[config.mk]
export PLATFORM = sky130hd
export DESIGN_NAME = sar_busca4_flat
export DESIGN_NICKNAME = d
export VERILOG_FILES = /design/src/rtl/sar_busca4_if.sv /design/src/rtl/sar_busca4.sv /design/src/flat_wrapper.sv
export SDC_FILE = /design/constraint.sdc
export NUM_CORES = 1
export LEC_CHECK = 0
export CAP_MARGIN = 25
export CORE_UTILIZATION = 54
export CTS_BUF_LIST = sky130_fd_sc_hd__clkbuf_8
export DETAILED_ROUTE_END_ITERATION = 10
export PLACE_DENSITY_LB_ADDON = 0.25
export SLEW_MARGIN = 25
export SYNTH_ARGS = -nofsm -noshare
export SYNTH_HDL_FRONTEND = slang
export SYNTH_SLANG_ARGS = --single-unit
[constraint.sdc]
create_clock -name clk -period 3.6 [get_ports clk]
set_input_delay 0.54 -clock clk [delete_from_list [all_inputs] [get_ports clk]]
set_output_delay 0.54 -clock clk [all_outputs]
set_load 0.01 [all_outputs]
[src/rtl/sar_busca4_if.sv]
// Signal bundle between the successive-approximation initiator and its comparator/host side.
// master: the SAR initiator. slave: the comparator plus whoever issues start.
interface sar_busca4_if #(
    parameter int WIDTH = 4
);
    logic             start;
    logic             igual;
    logic             maior;
    logic             menor;
    logic [WIDTH-1:0] Y;
    logic             busy;
    logic             done;
    logic [WIDTH-1:0] result;
    logic             err;

    modport master (
        input  start, igual, maior, menor,
        output Y, busy, done, result, err
    );

    modport slave (
        output start, igual, maior, menor,
        input  Y, busy, done, result, err
    );
endinterface

[src/rtl/sar_busca4.sv]
// Purpose: MSB-first successive-approximation search of a comparator's hidden operand X.
// Latency: start edge to done high is at most WIDTH+1 edges (2 with igual early exit).
// Backpressure: none; start is sampled only in IDLE and ignored while busy or in DONE.
// Build option: define SAR_EARLY_EXIT_EN to end the search as soon as igual is seen.
module sar_busca4 #(
    parameter int WIDTH = 4
) (
    input  logic          clk,
    input  logic          rst,
    sar_busca4_if.master  bus
);
    localparam int              IW      = (WIDTH > 1) ? $clog2(WIDTH) : 1;
    localparam logic [IW-1:0]    IDX_TOP = IW'(WIDTH - 1);
    localparam logic [WIDTH-1:0] Y_MSB   = WIDTH'(1) << (WIDTH - 1);

    typedef enum logic [1:0] {
        IDLE,
        TEST,
        DONE
    } state_t;

    state_t           state_q, state_nxt;
    logic [WIDTH-1:0] y_q, y_nxt;
    logic [IW-1:0]    idx_q, idx_nxt;
    logic             busy_q, busy_nxt;
    logic             done_q, done_nxt;
    logic [WIDTH-1:0] result_q, result_nxt;
    logic             err_q, err_nxt;

    logic             one_hot;
    logic             early_hit;
    logic [WIDTH-1:0] y_dec;
    logic [IW-1:0]    idx_m1;

`ifdef SAR_EARLY_EXIT_EN
    assign early_hit = bus.igual;
`else
    assign early_hit = 1'b0;
`endif

    always_comb begin
        one_hot = 1'b0;
        case ({bus.igual, bus.maior, bus.menor})
            3'b100, 3'b010, 3'b001: one_hot = 1'b1;
            default:                one_hot = 1'b0;
        endcase
    end

    // Bit under test is kept on maior (and on igual), cleared on menor.
    always_comb begin
        y_dec = y_q;
        if (bus.menor) begin
            y_dec[idx_q] = 1'b0;
        end
        idx_m1 = idx_q - 1'b1;
    end

    always_comb begin
        state_nxt  = state_q;
        y_nxt      = y_q;
        idx_nxt    = idx_q;
        busy_nxt   = busy_q;
        done_nxt   = 1'b0;
        result_nxt = result_q;
        err_nxt    = err_q;

        case (state_q)
            IDLE: begin
                if (bus.start) begin
                    state_nxt = TEST;
                    y_nxt     = Y_MSB;
                    idx_nxt   = IDX_TOP;
                    busy_nxt  = 1'b1;
                    err_nxt   = 1'b0;
                end
            end
            TEST: begin
                if (!one_hot || early_hit || idx_q == '0) begin
                    // Y is parked at zero on the way out so it already reads 0 in DONE/IDLE.
                    state_nxt  = DONE;
                    y_nxt      = '0;
                    busy_nxt   = 1'b0;
                    done_nxt   = 1'b1;
                    err_nxt    = !one_hot;
                    result_nxt = !one_hot ? '0 : (early_hit ? y_q : y_dec);
                end else begin
                    y_nxt         = y_dec;
                    y_nxt[idx_m1] = 1'b1;
                    idx_nxt       = idx_m1;
                end
            end
            DONE: begin
                state_nxt = IDLE;
            end
            default: begin
                state_nxt = IDLE;
                y_nxt     = '0;
                busy_nxt  = 1'b0;
            end
        endcase
    end

    always_ff @(posedge clk) begin
        if (rst) begin
            state_q  <= IDLE;
            y_q      <= '0;
            idx_q    <= IDX_TOP;
            busy_q   <= 1'b0;
            done_q   <= 1'b0;
            result_q <= '0;
            err_q    <= 1'b0;
        end else begin
            state_q  <= state_nxt;
            y_q      <= y_nxt;
            idx_q    <= idx_nxt;
            busy_q   <= busy_nxt;
            done_q   <= done_nxt;
            result_q <= result_nxt;
            err_q    <= err_nxt;
        end
    end

    assign bus.Y      = y_q;
    assign bus.busy   = busy_q;
    assign bus.done   = done_q;
    assign bus.result = result_q;
    assign bus.err    = err_q;
endmodule

[src/flat_wrapper.sv]
// flat-port wrapper written by rule: the top's interface ports become plain ports
module sar_busca4_flat 
#(
    parameter int WIDTH = 4
)
  (clk, rst, bus_start, bus_igual, bus_maior, bus_menor, bus_Y, bus_busy, bus_done, bus_result, bus_err);
  sar_busca4_if #(.WIDTH(WIDTH)) bus_i ();
  input  logic clk;
  input  logic rst;
  input wire logic [$bits(bus_i.start)-1:0] bus_start;
  input wire logic [$bits(bus_i.igual)-1:0] bus_igual;
  input wire logic [$bits(bus_i.maior)-1:0] bus_maior;
  input wire logic [$bits(bus_i.menor)-1:0] bus_menor;
  output wire logic [$bits(bus_i.Y)-1:0] bus_Y;
  output wire logic [$bits(bus_i.busy)-1:0] bus_busy;
  output wire logic [$bits(bus_i.done)-1:0] bus_done;
  output wire logic [$bits(bus_i.result)-1:0] bus_result;
  output wire logic [$bits(bus_i.err)-1:0] bus_err;
  assign bus_i.start = bus_start;
  assign bus_i.igual = bus_igual;
  assign bus_i.maior = bus_maior;
  assign bus_i.menor = bus_menor;
  assign bus_Y = bus_i.Y;
  assign bus_busy = bus_i.busy;
  assign bus_done = bus_i.done;
  assign bus_result = bus_i.result;
  assign bus_err = bus_i.err;
  sar_busca4 #(.WIDTH(WIDTH)) u_core (.clk(clk), .rst(rst), .bus(bus_i));
endmodule
# Yosys cells after proc, flatten, opt, wreduce, memory -nomap -nowiden
# Cells that the tools add are included.
# W data, S select, Z words.
[word_totals]
register_bits = 15
in_bits = 6
[op_classes]
muxes = 23
n_addsub = 1
n_reduce_logical = 15
magnitude_cmp = 4
bitwise = 5
eq_ne = 8
[ops]
columns = ["operator", "n"]
rows = [
  ["$mux W4", 4],
  ["$pmux W4 S3", 1],
  ["$reduce_and A3 Y1", 3],
  ["$mux W1", 8],
  ["$mux W2", 4],
  ["$pmux W2 S2", 2],
  ["$lt A2 B3 Y1 const B", 2],
  ["$reduce_and A2 Y1", 3],
  ["$and A4 B4 Y4", 1],
  ["$demux W1 S2", 2],
  ["$ge A2 B1 Y1 const B", 2],
  ["$logic_not A2 Y1", 2],
  ["$ne A2 B2 Y1 const B", 2],
  ["$not A4 Y4", 1],
  ["$or A4 B4 Y4", 1],
  ["$eq A3 B1 Y1 const B", 1],
  ["$eq A3 B2 Y1 const B", 1],
  ["$eq A3 B3 Y1 const B", 1],
  ["$pmux W1 S3", 1],
  ["$reduce_or A3 Y1", 1],
  ["$eq A2 B1 Y1 const B", 1],
  ["$eq A2 B2 Y1 const B", 1],
  ["$logic_and A1 B1 Y1", 2],
  ["$ne A2 B1 Y1 const B", 1],
  ["7 further kinds", 8],
]

# Longest topological paths before layout
[logic_depth]
depth_word = 10
mapped_depth = 6

# Worst setup path after synthesis
# Ideal clock, no wire load.
[synth_timing]
path_kind = "input port to flip-flop"
from = "input bus_maior"
to = "register u_core.busy_q (netlist: u_core.bus.busy)"
setup_ps = 119
stages = 3
path_buffers = 0
arrival_time_ps = 1245
path_slack_ps = 2236
cell_sequence = "xor2_1 > o2111a_2 > o221a_2"
[synth_between]
elab_chain_cells = 7
elab_cells_between_ends = 9
cone_classes = "4 x eq/ne; 1 x mux; 4 x reduce/logical"
[synth_lines]
columns = ["item", "line", "text"]
rows = [
  ["start: declaration", "flat_wrapper.sv:12", "input wire logic [$bits(bus_i.maior)-1:0] bus_maior;"],
  ["$eq A3 B3 Y1 (tied with other cells)", "sar_busca4.sv:43", "case ({bus.igual, bus.maior, bus.menor})"],
  ["$reduce_or A3 Y1 *", "sar_busca4.sv:43", ""],
  ["$mux W1 *", "sar_busca4.sv:43", ""],
  ["$logic_not A1 Y1 *", "sar_busca4.sv:78", "if (!one_hot || early_hit || idx_q == '0) begin"],
  ["$logic_or A1 B1 Y1 *", "sar_busca4.sv:78", ""],
  ["$ne A2 B1 Y1 (no line) *", "-", ""],
  ["$reduce_and A3 Y1 (no line) *", "-", ""],
  ["end signal: assignment", "sar_busca4.sv:116", "busy_q <= busy_nxt;"],
  ["end: declaration", "sar_busca4.sv:25", "logic busy_q, busy_nxt;"],
]
# Every way passes the cells marked *; elsewhere a longest branch is shown, timed or not.
# A chain may end at the register's enable or synchronous reset.

# Final worst setup path
[layout_timing]
from = "input bus_start"
to = "register u_core.err_q (netlist: u_core.bus.err)"
[layout_between]
elab_chain_cells = 2
[layout_lines]
columns = ["item", "line", "text"]
rows = [
  ["start: declaration", "flat_wrapper.sv:10", "input wire logic [$bits(bus_i.start)-1:0] bus_start;"],
  ["$ne A2 B2 Y1 (no line)", "-", ""],
  ["$reduce_and A3 Y1 (no line)", "-", ""],
  ["end signal: assignment", "sar_busca4.sv:119", "err_q <= err_nxt;"],
  ["end: declaration", "sar_busca4.sv:28", "logic err_q, err_nxt;"],
]
# No other way between the ends.

==> results.md <==
- Largest net degree at the start of global routing: 12
- Share of cells above drive strength 1: 0.135
- Count of final setup violators: 0
- DR pass1 iterations: 4
- Vias in the first global route: ~500
- GRT Residual Overflow: 0
- Wirelength per Cell: ~14 um
- Power Internal: 0.272 mW
- Clock tree from TritonCTS: done
- RSZ-0062 raised after global routing: false
- Synth-to-Final Area Change: 30.7%
- CTS Hold Buffers Added: 0
- Worst Hold Margin: 485 ps
- Number of gates on the worst path with buffers counted: 5
- Arrival @ worst endpoint: 2000 ps
- Startpoint types: primary input
- Number of buffers between clock root and the deepest sink: 2
- Post-CTS Setup Repair Bufs: 0
- Total global routing track utilization: 0.238
- Detail Placement HPWL: around 1.1 mm
- Register cell area after layout: 300 um2
- Cells traversed along the worst timing path: clkdlybuf4s50_1 > nor3b_1 > a21oi_1 > a22oi_1 > nor2_1
- Number of warnings issued by yosys: 0
- Count of unique library cells instantiated by Yosys: 24
- Number of fill cells: 80
- Count of cells along the worst register-to-register path: 6
- Synthesized netlist net count: 87
- Number of instances in the synthesized netlist: 77
- Post-synthesis sequential element count: 15
- Starting DRC count in detailed routing: 16
- CTS sink count: 15
- Register share of total power: 0.492
- Via-per-instance ratio: between 5 and 6
- Tmin final: 1890 ps
- Count of inserted antenna diode cells: 0
- Antenna violations before repair: 0
- Critical-path top delay cell: nor3b_1
- Area of the die: 1480 um2
- Weighted congestion at the end of routability-driven global placement: 0.772
- Highest clock frequency the design can meet: 0.530 GHz
- Share of power burned in combinational logic: 0.139
- Classification of the worst-slack hold path: reg2reg
- Cells taking the most area after synthesis: dfxtp_1 42%, o32ai_2 9.1%, ha_1 7.0%
- Buffer cell driving the clock tree root: clkbuf_8
- Crit share post-route: 0.524
- Buffer and inverter count on the worst path: 1
- Width of the chip: about 38 um
- P per Cell Area: 383 nW/um2
- Core area: 1170 um2
- Number of remaining DRC errors: 0
- Remaining number of nets flagged by the antenna check after routing: 0
- Wire length the detailed router placed on met1: between 700 and 800 um
- Cell Count, Final, Fillers Out: 110
- Post-cts repair resize count: 0
- P_sw: 0.0872 mW
- IO buf count: 16
- Run status: finished clean
- Number of endpoints with negative hold slack in the final report: 0
- Count of flip-flops with a built-in enable after synthesis: 0
- Boundary pin count: 17
- Number of nets at the end of the flow: 107
- Count of pins over their slew limit: 0
- Site Rows: 12
- Area taken by multi-input logic gates: roughly 380 um2
- Post-synthesis cell area: 717 um2
- Maximum fanout along the worst path: 6
- Post-synth top area share: 0.419
- Critical path required time: 3710 ps
- Sum of negative setup slack: 0 ps
- Detailed-route via count: 622
- Crit path largest cell delay: about 600 ps
- Synthesized area per cell: 9.31 um2
- CP Capture Type: flop
- WL met3: 68 um
- Max-cap check violation count: 0
- Global-route wire length before repair: 2.42 mm
- Hold path depth: 2
- Initial Util: 0.612
- Worst-margin pin slew: 714 ps
- Post-Route Skew: 7.38 ps
- Routed Wire Length: ~1.6 mm
- Cell type with the highest aggregate area in the netlist: dfxtp_1
- Post-synth top flop: dfxtp_1
- Share of synthesized registers carrying an async set or reset: 0
- Worst ir drop on vdd: 0.351 mV
- H-Tree Level Count: 1
- Insertion delay to the later sink of the worst-skew pair: 250 ps
- Detailed route wirelength on metal2: around 770 um
- Highest routed layer: met4
- Share of the yosys chip area belonging to registers: 0.419
- Leak pwr: between 0.3 and 0.4 nW
- Die Y-Extent: 38.4 um
- Worst slew margin relative to its limit: 0.523
- Clock buffers created by TritonCTS: 3
- Sw Share: 0.243
- Number of placed instances with taps included: 106
- Path type of the worst setup path: in2reg
- Family of cells with the greatest summed delay on the critical path: simple AND/OR/NAND/NOR gates
- Clock Pin Slew Worst Setup and Hold Paths: 60 ps
- Proportion of power drawn by the clock network: 0.369
synth_stat cells (2+ instances only):
master / n
dfxtp_1: 15
inv_1: 9
nand2_1: 9
a21oi_1: 7
ha_1: 4
o21ai_1: 4
o32ai_2: 4
a21boi_0: 3
nor2_1: 3
o21ai_0: 3
and2_1: 2
nor3_1: 2
state kept, by name (all words and copies together) (netlist names):
name / cells
u_core.bus.busy: 1
u_core.bus.result: 4
u_core.state_q: 2
u_core.bus.err: 1
u_core.bus.done: 1
u_core.bus.Y: 4
u_core.idx_q: 2
cell usage in the layout, fill, tap and decap left out:
cell             instances
nor2_1                   3
a22oi_1                  1
o221a_2                  1
nand3_1                  1
clkdlybuf4s50_1         16
ha_1                     4
and2_0                   1
nand2_1                  9
inv_1                    9
dfxtp_1                 15
a21boi_0                 3
clkbuf_8                 3
o21ai_1                  4
a21oi_1                  7
nor3b_1                  1
o21ai_0                  3
xor2_1                   1
clkinv_2                 1
and2_1                   2
nand3b_4                 1
and2b_4                  1
o21a_2                   1
o2111a_2                 1
and3_1                   1
o32ai_2                  4
nor3_1                   2
power groups by stage:
stage / Sequential [mW] / Clock (mW) / Combinational, mW
final: 0.177 / 0.132 / 0.0498
after detailed placement: 0.180 / 0 / 0.0477
after global routing: 0.177 / 0.144 / 0.0532
after global placement: 0.180 / 0 / 0.0467
after floorplan: 0.181 / 0 / 0.0259
after CTS: 0.177 / 0.134 / 0.0490
worst paths after layout:
path / to / slack (ps) / from
setup / recovery: u_core.bus.err / 1710 / bus_start
hold reg to reg: u_core.bus.result[3] / 480 / u_core.bus.result[3]
setup reg to reg: u_core.idx_q[1] / 2050 / u_core.idx_q[0]
hold / removal: u_core.bus.result[3] / 480 / u_core.bus.result[3]
worst min-delay path, cell delays in order (launching register included):
cell and delay (ps):
dfxtp_1 310, nand2_1 60, o32ai_2 70
cells by family (layout without fill, tap and decap cells):
group           count (synthesis)  count (layout)  synth area share
fa+ha+maj                       4               4            0.0698
xor+xnor                        1               1            0.0122
compound gates                 25              25             0.276
simple gates                   22              22             0.171
flops                          15              15             0.419
buf+inv                        10              29            0.0523
layout make-up:
type | count | share of cell area
multi-input combinational | 52 | 0.405
inverter | 9 | 0.0360
timing repair buffer | 16 | 0.171
clock inverter | 1 | 0.00534
clock buffer | 3 | 0.0441
sequential | 15 | 0.320
tap | 14 | 0.0187
layer usage:
layer	vias to the layer above	GRT usage
met5	-	0
li1	307	-
met3	4	0.0698
met4	0	0.0603
met1	294	0.311
met2	17	0.381
metrics by stage:
| step | total power [mW] | worst slack (ps) | area (um2) | utilization |
|---|---|---|---|---|
| final | 0.359 | 1710 | 937 | 0.800 |
| after global routing | 0.374 | 1670 | 937 | 0.800 |
| after CTS | 0.359 | 1750 | 937 | 0.800 |
| after detailed placement | 0.228 | 1530 | 891 | 0.761 |
| after global placement | 0.227 | 1610 | 891 | 0.761 |
| after floorplan | 0.207 | 2240 | 717 | - |
Power figures use the tool's default switching activity.
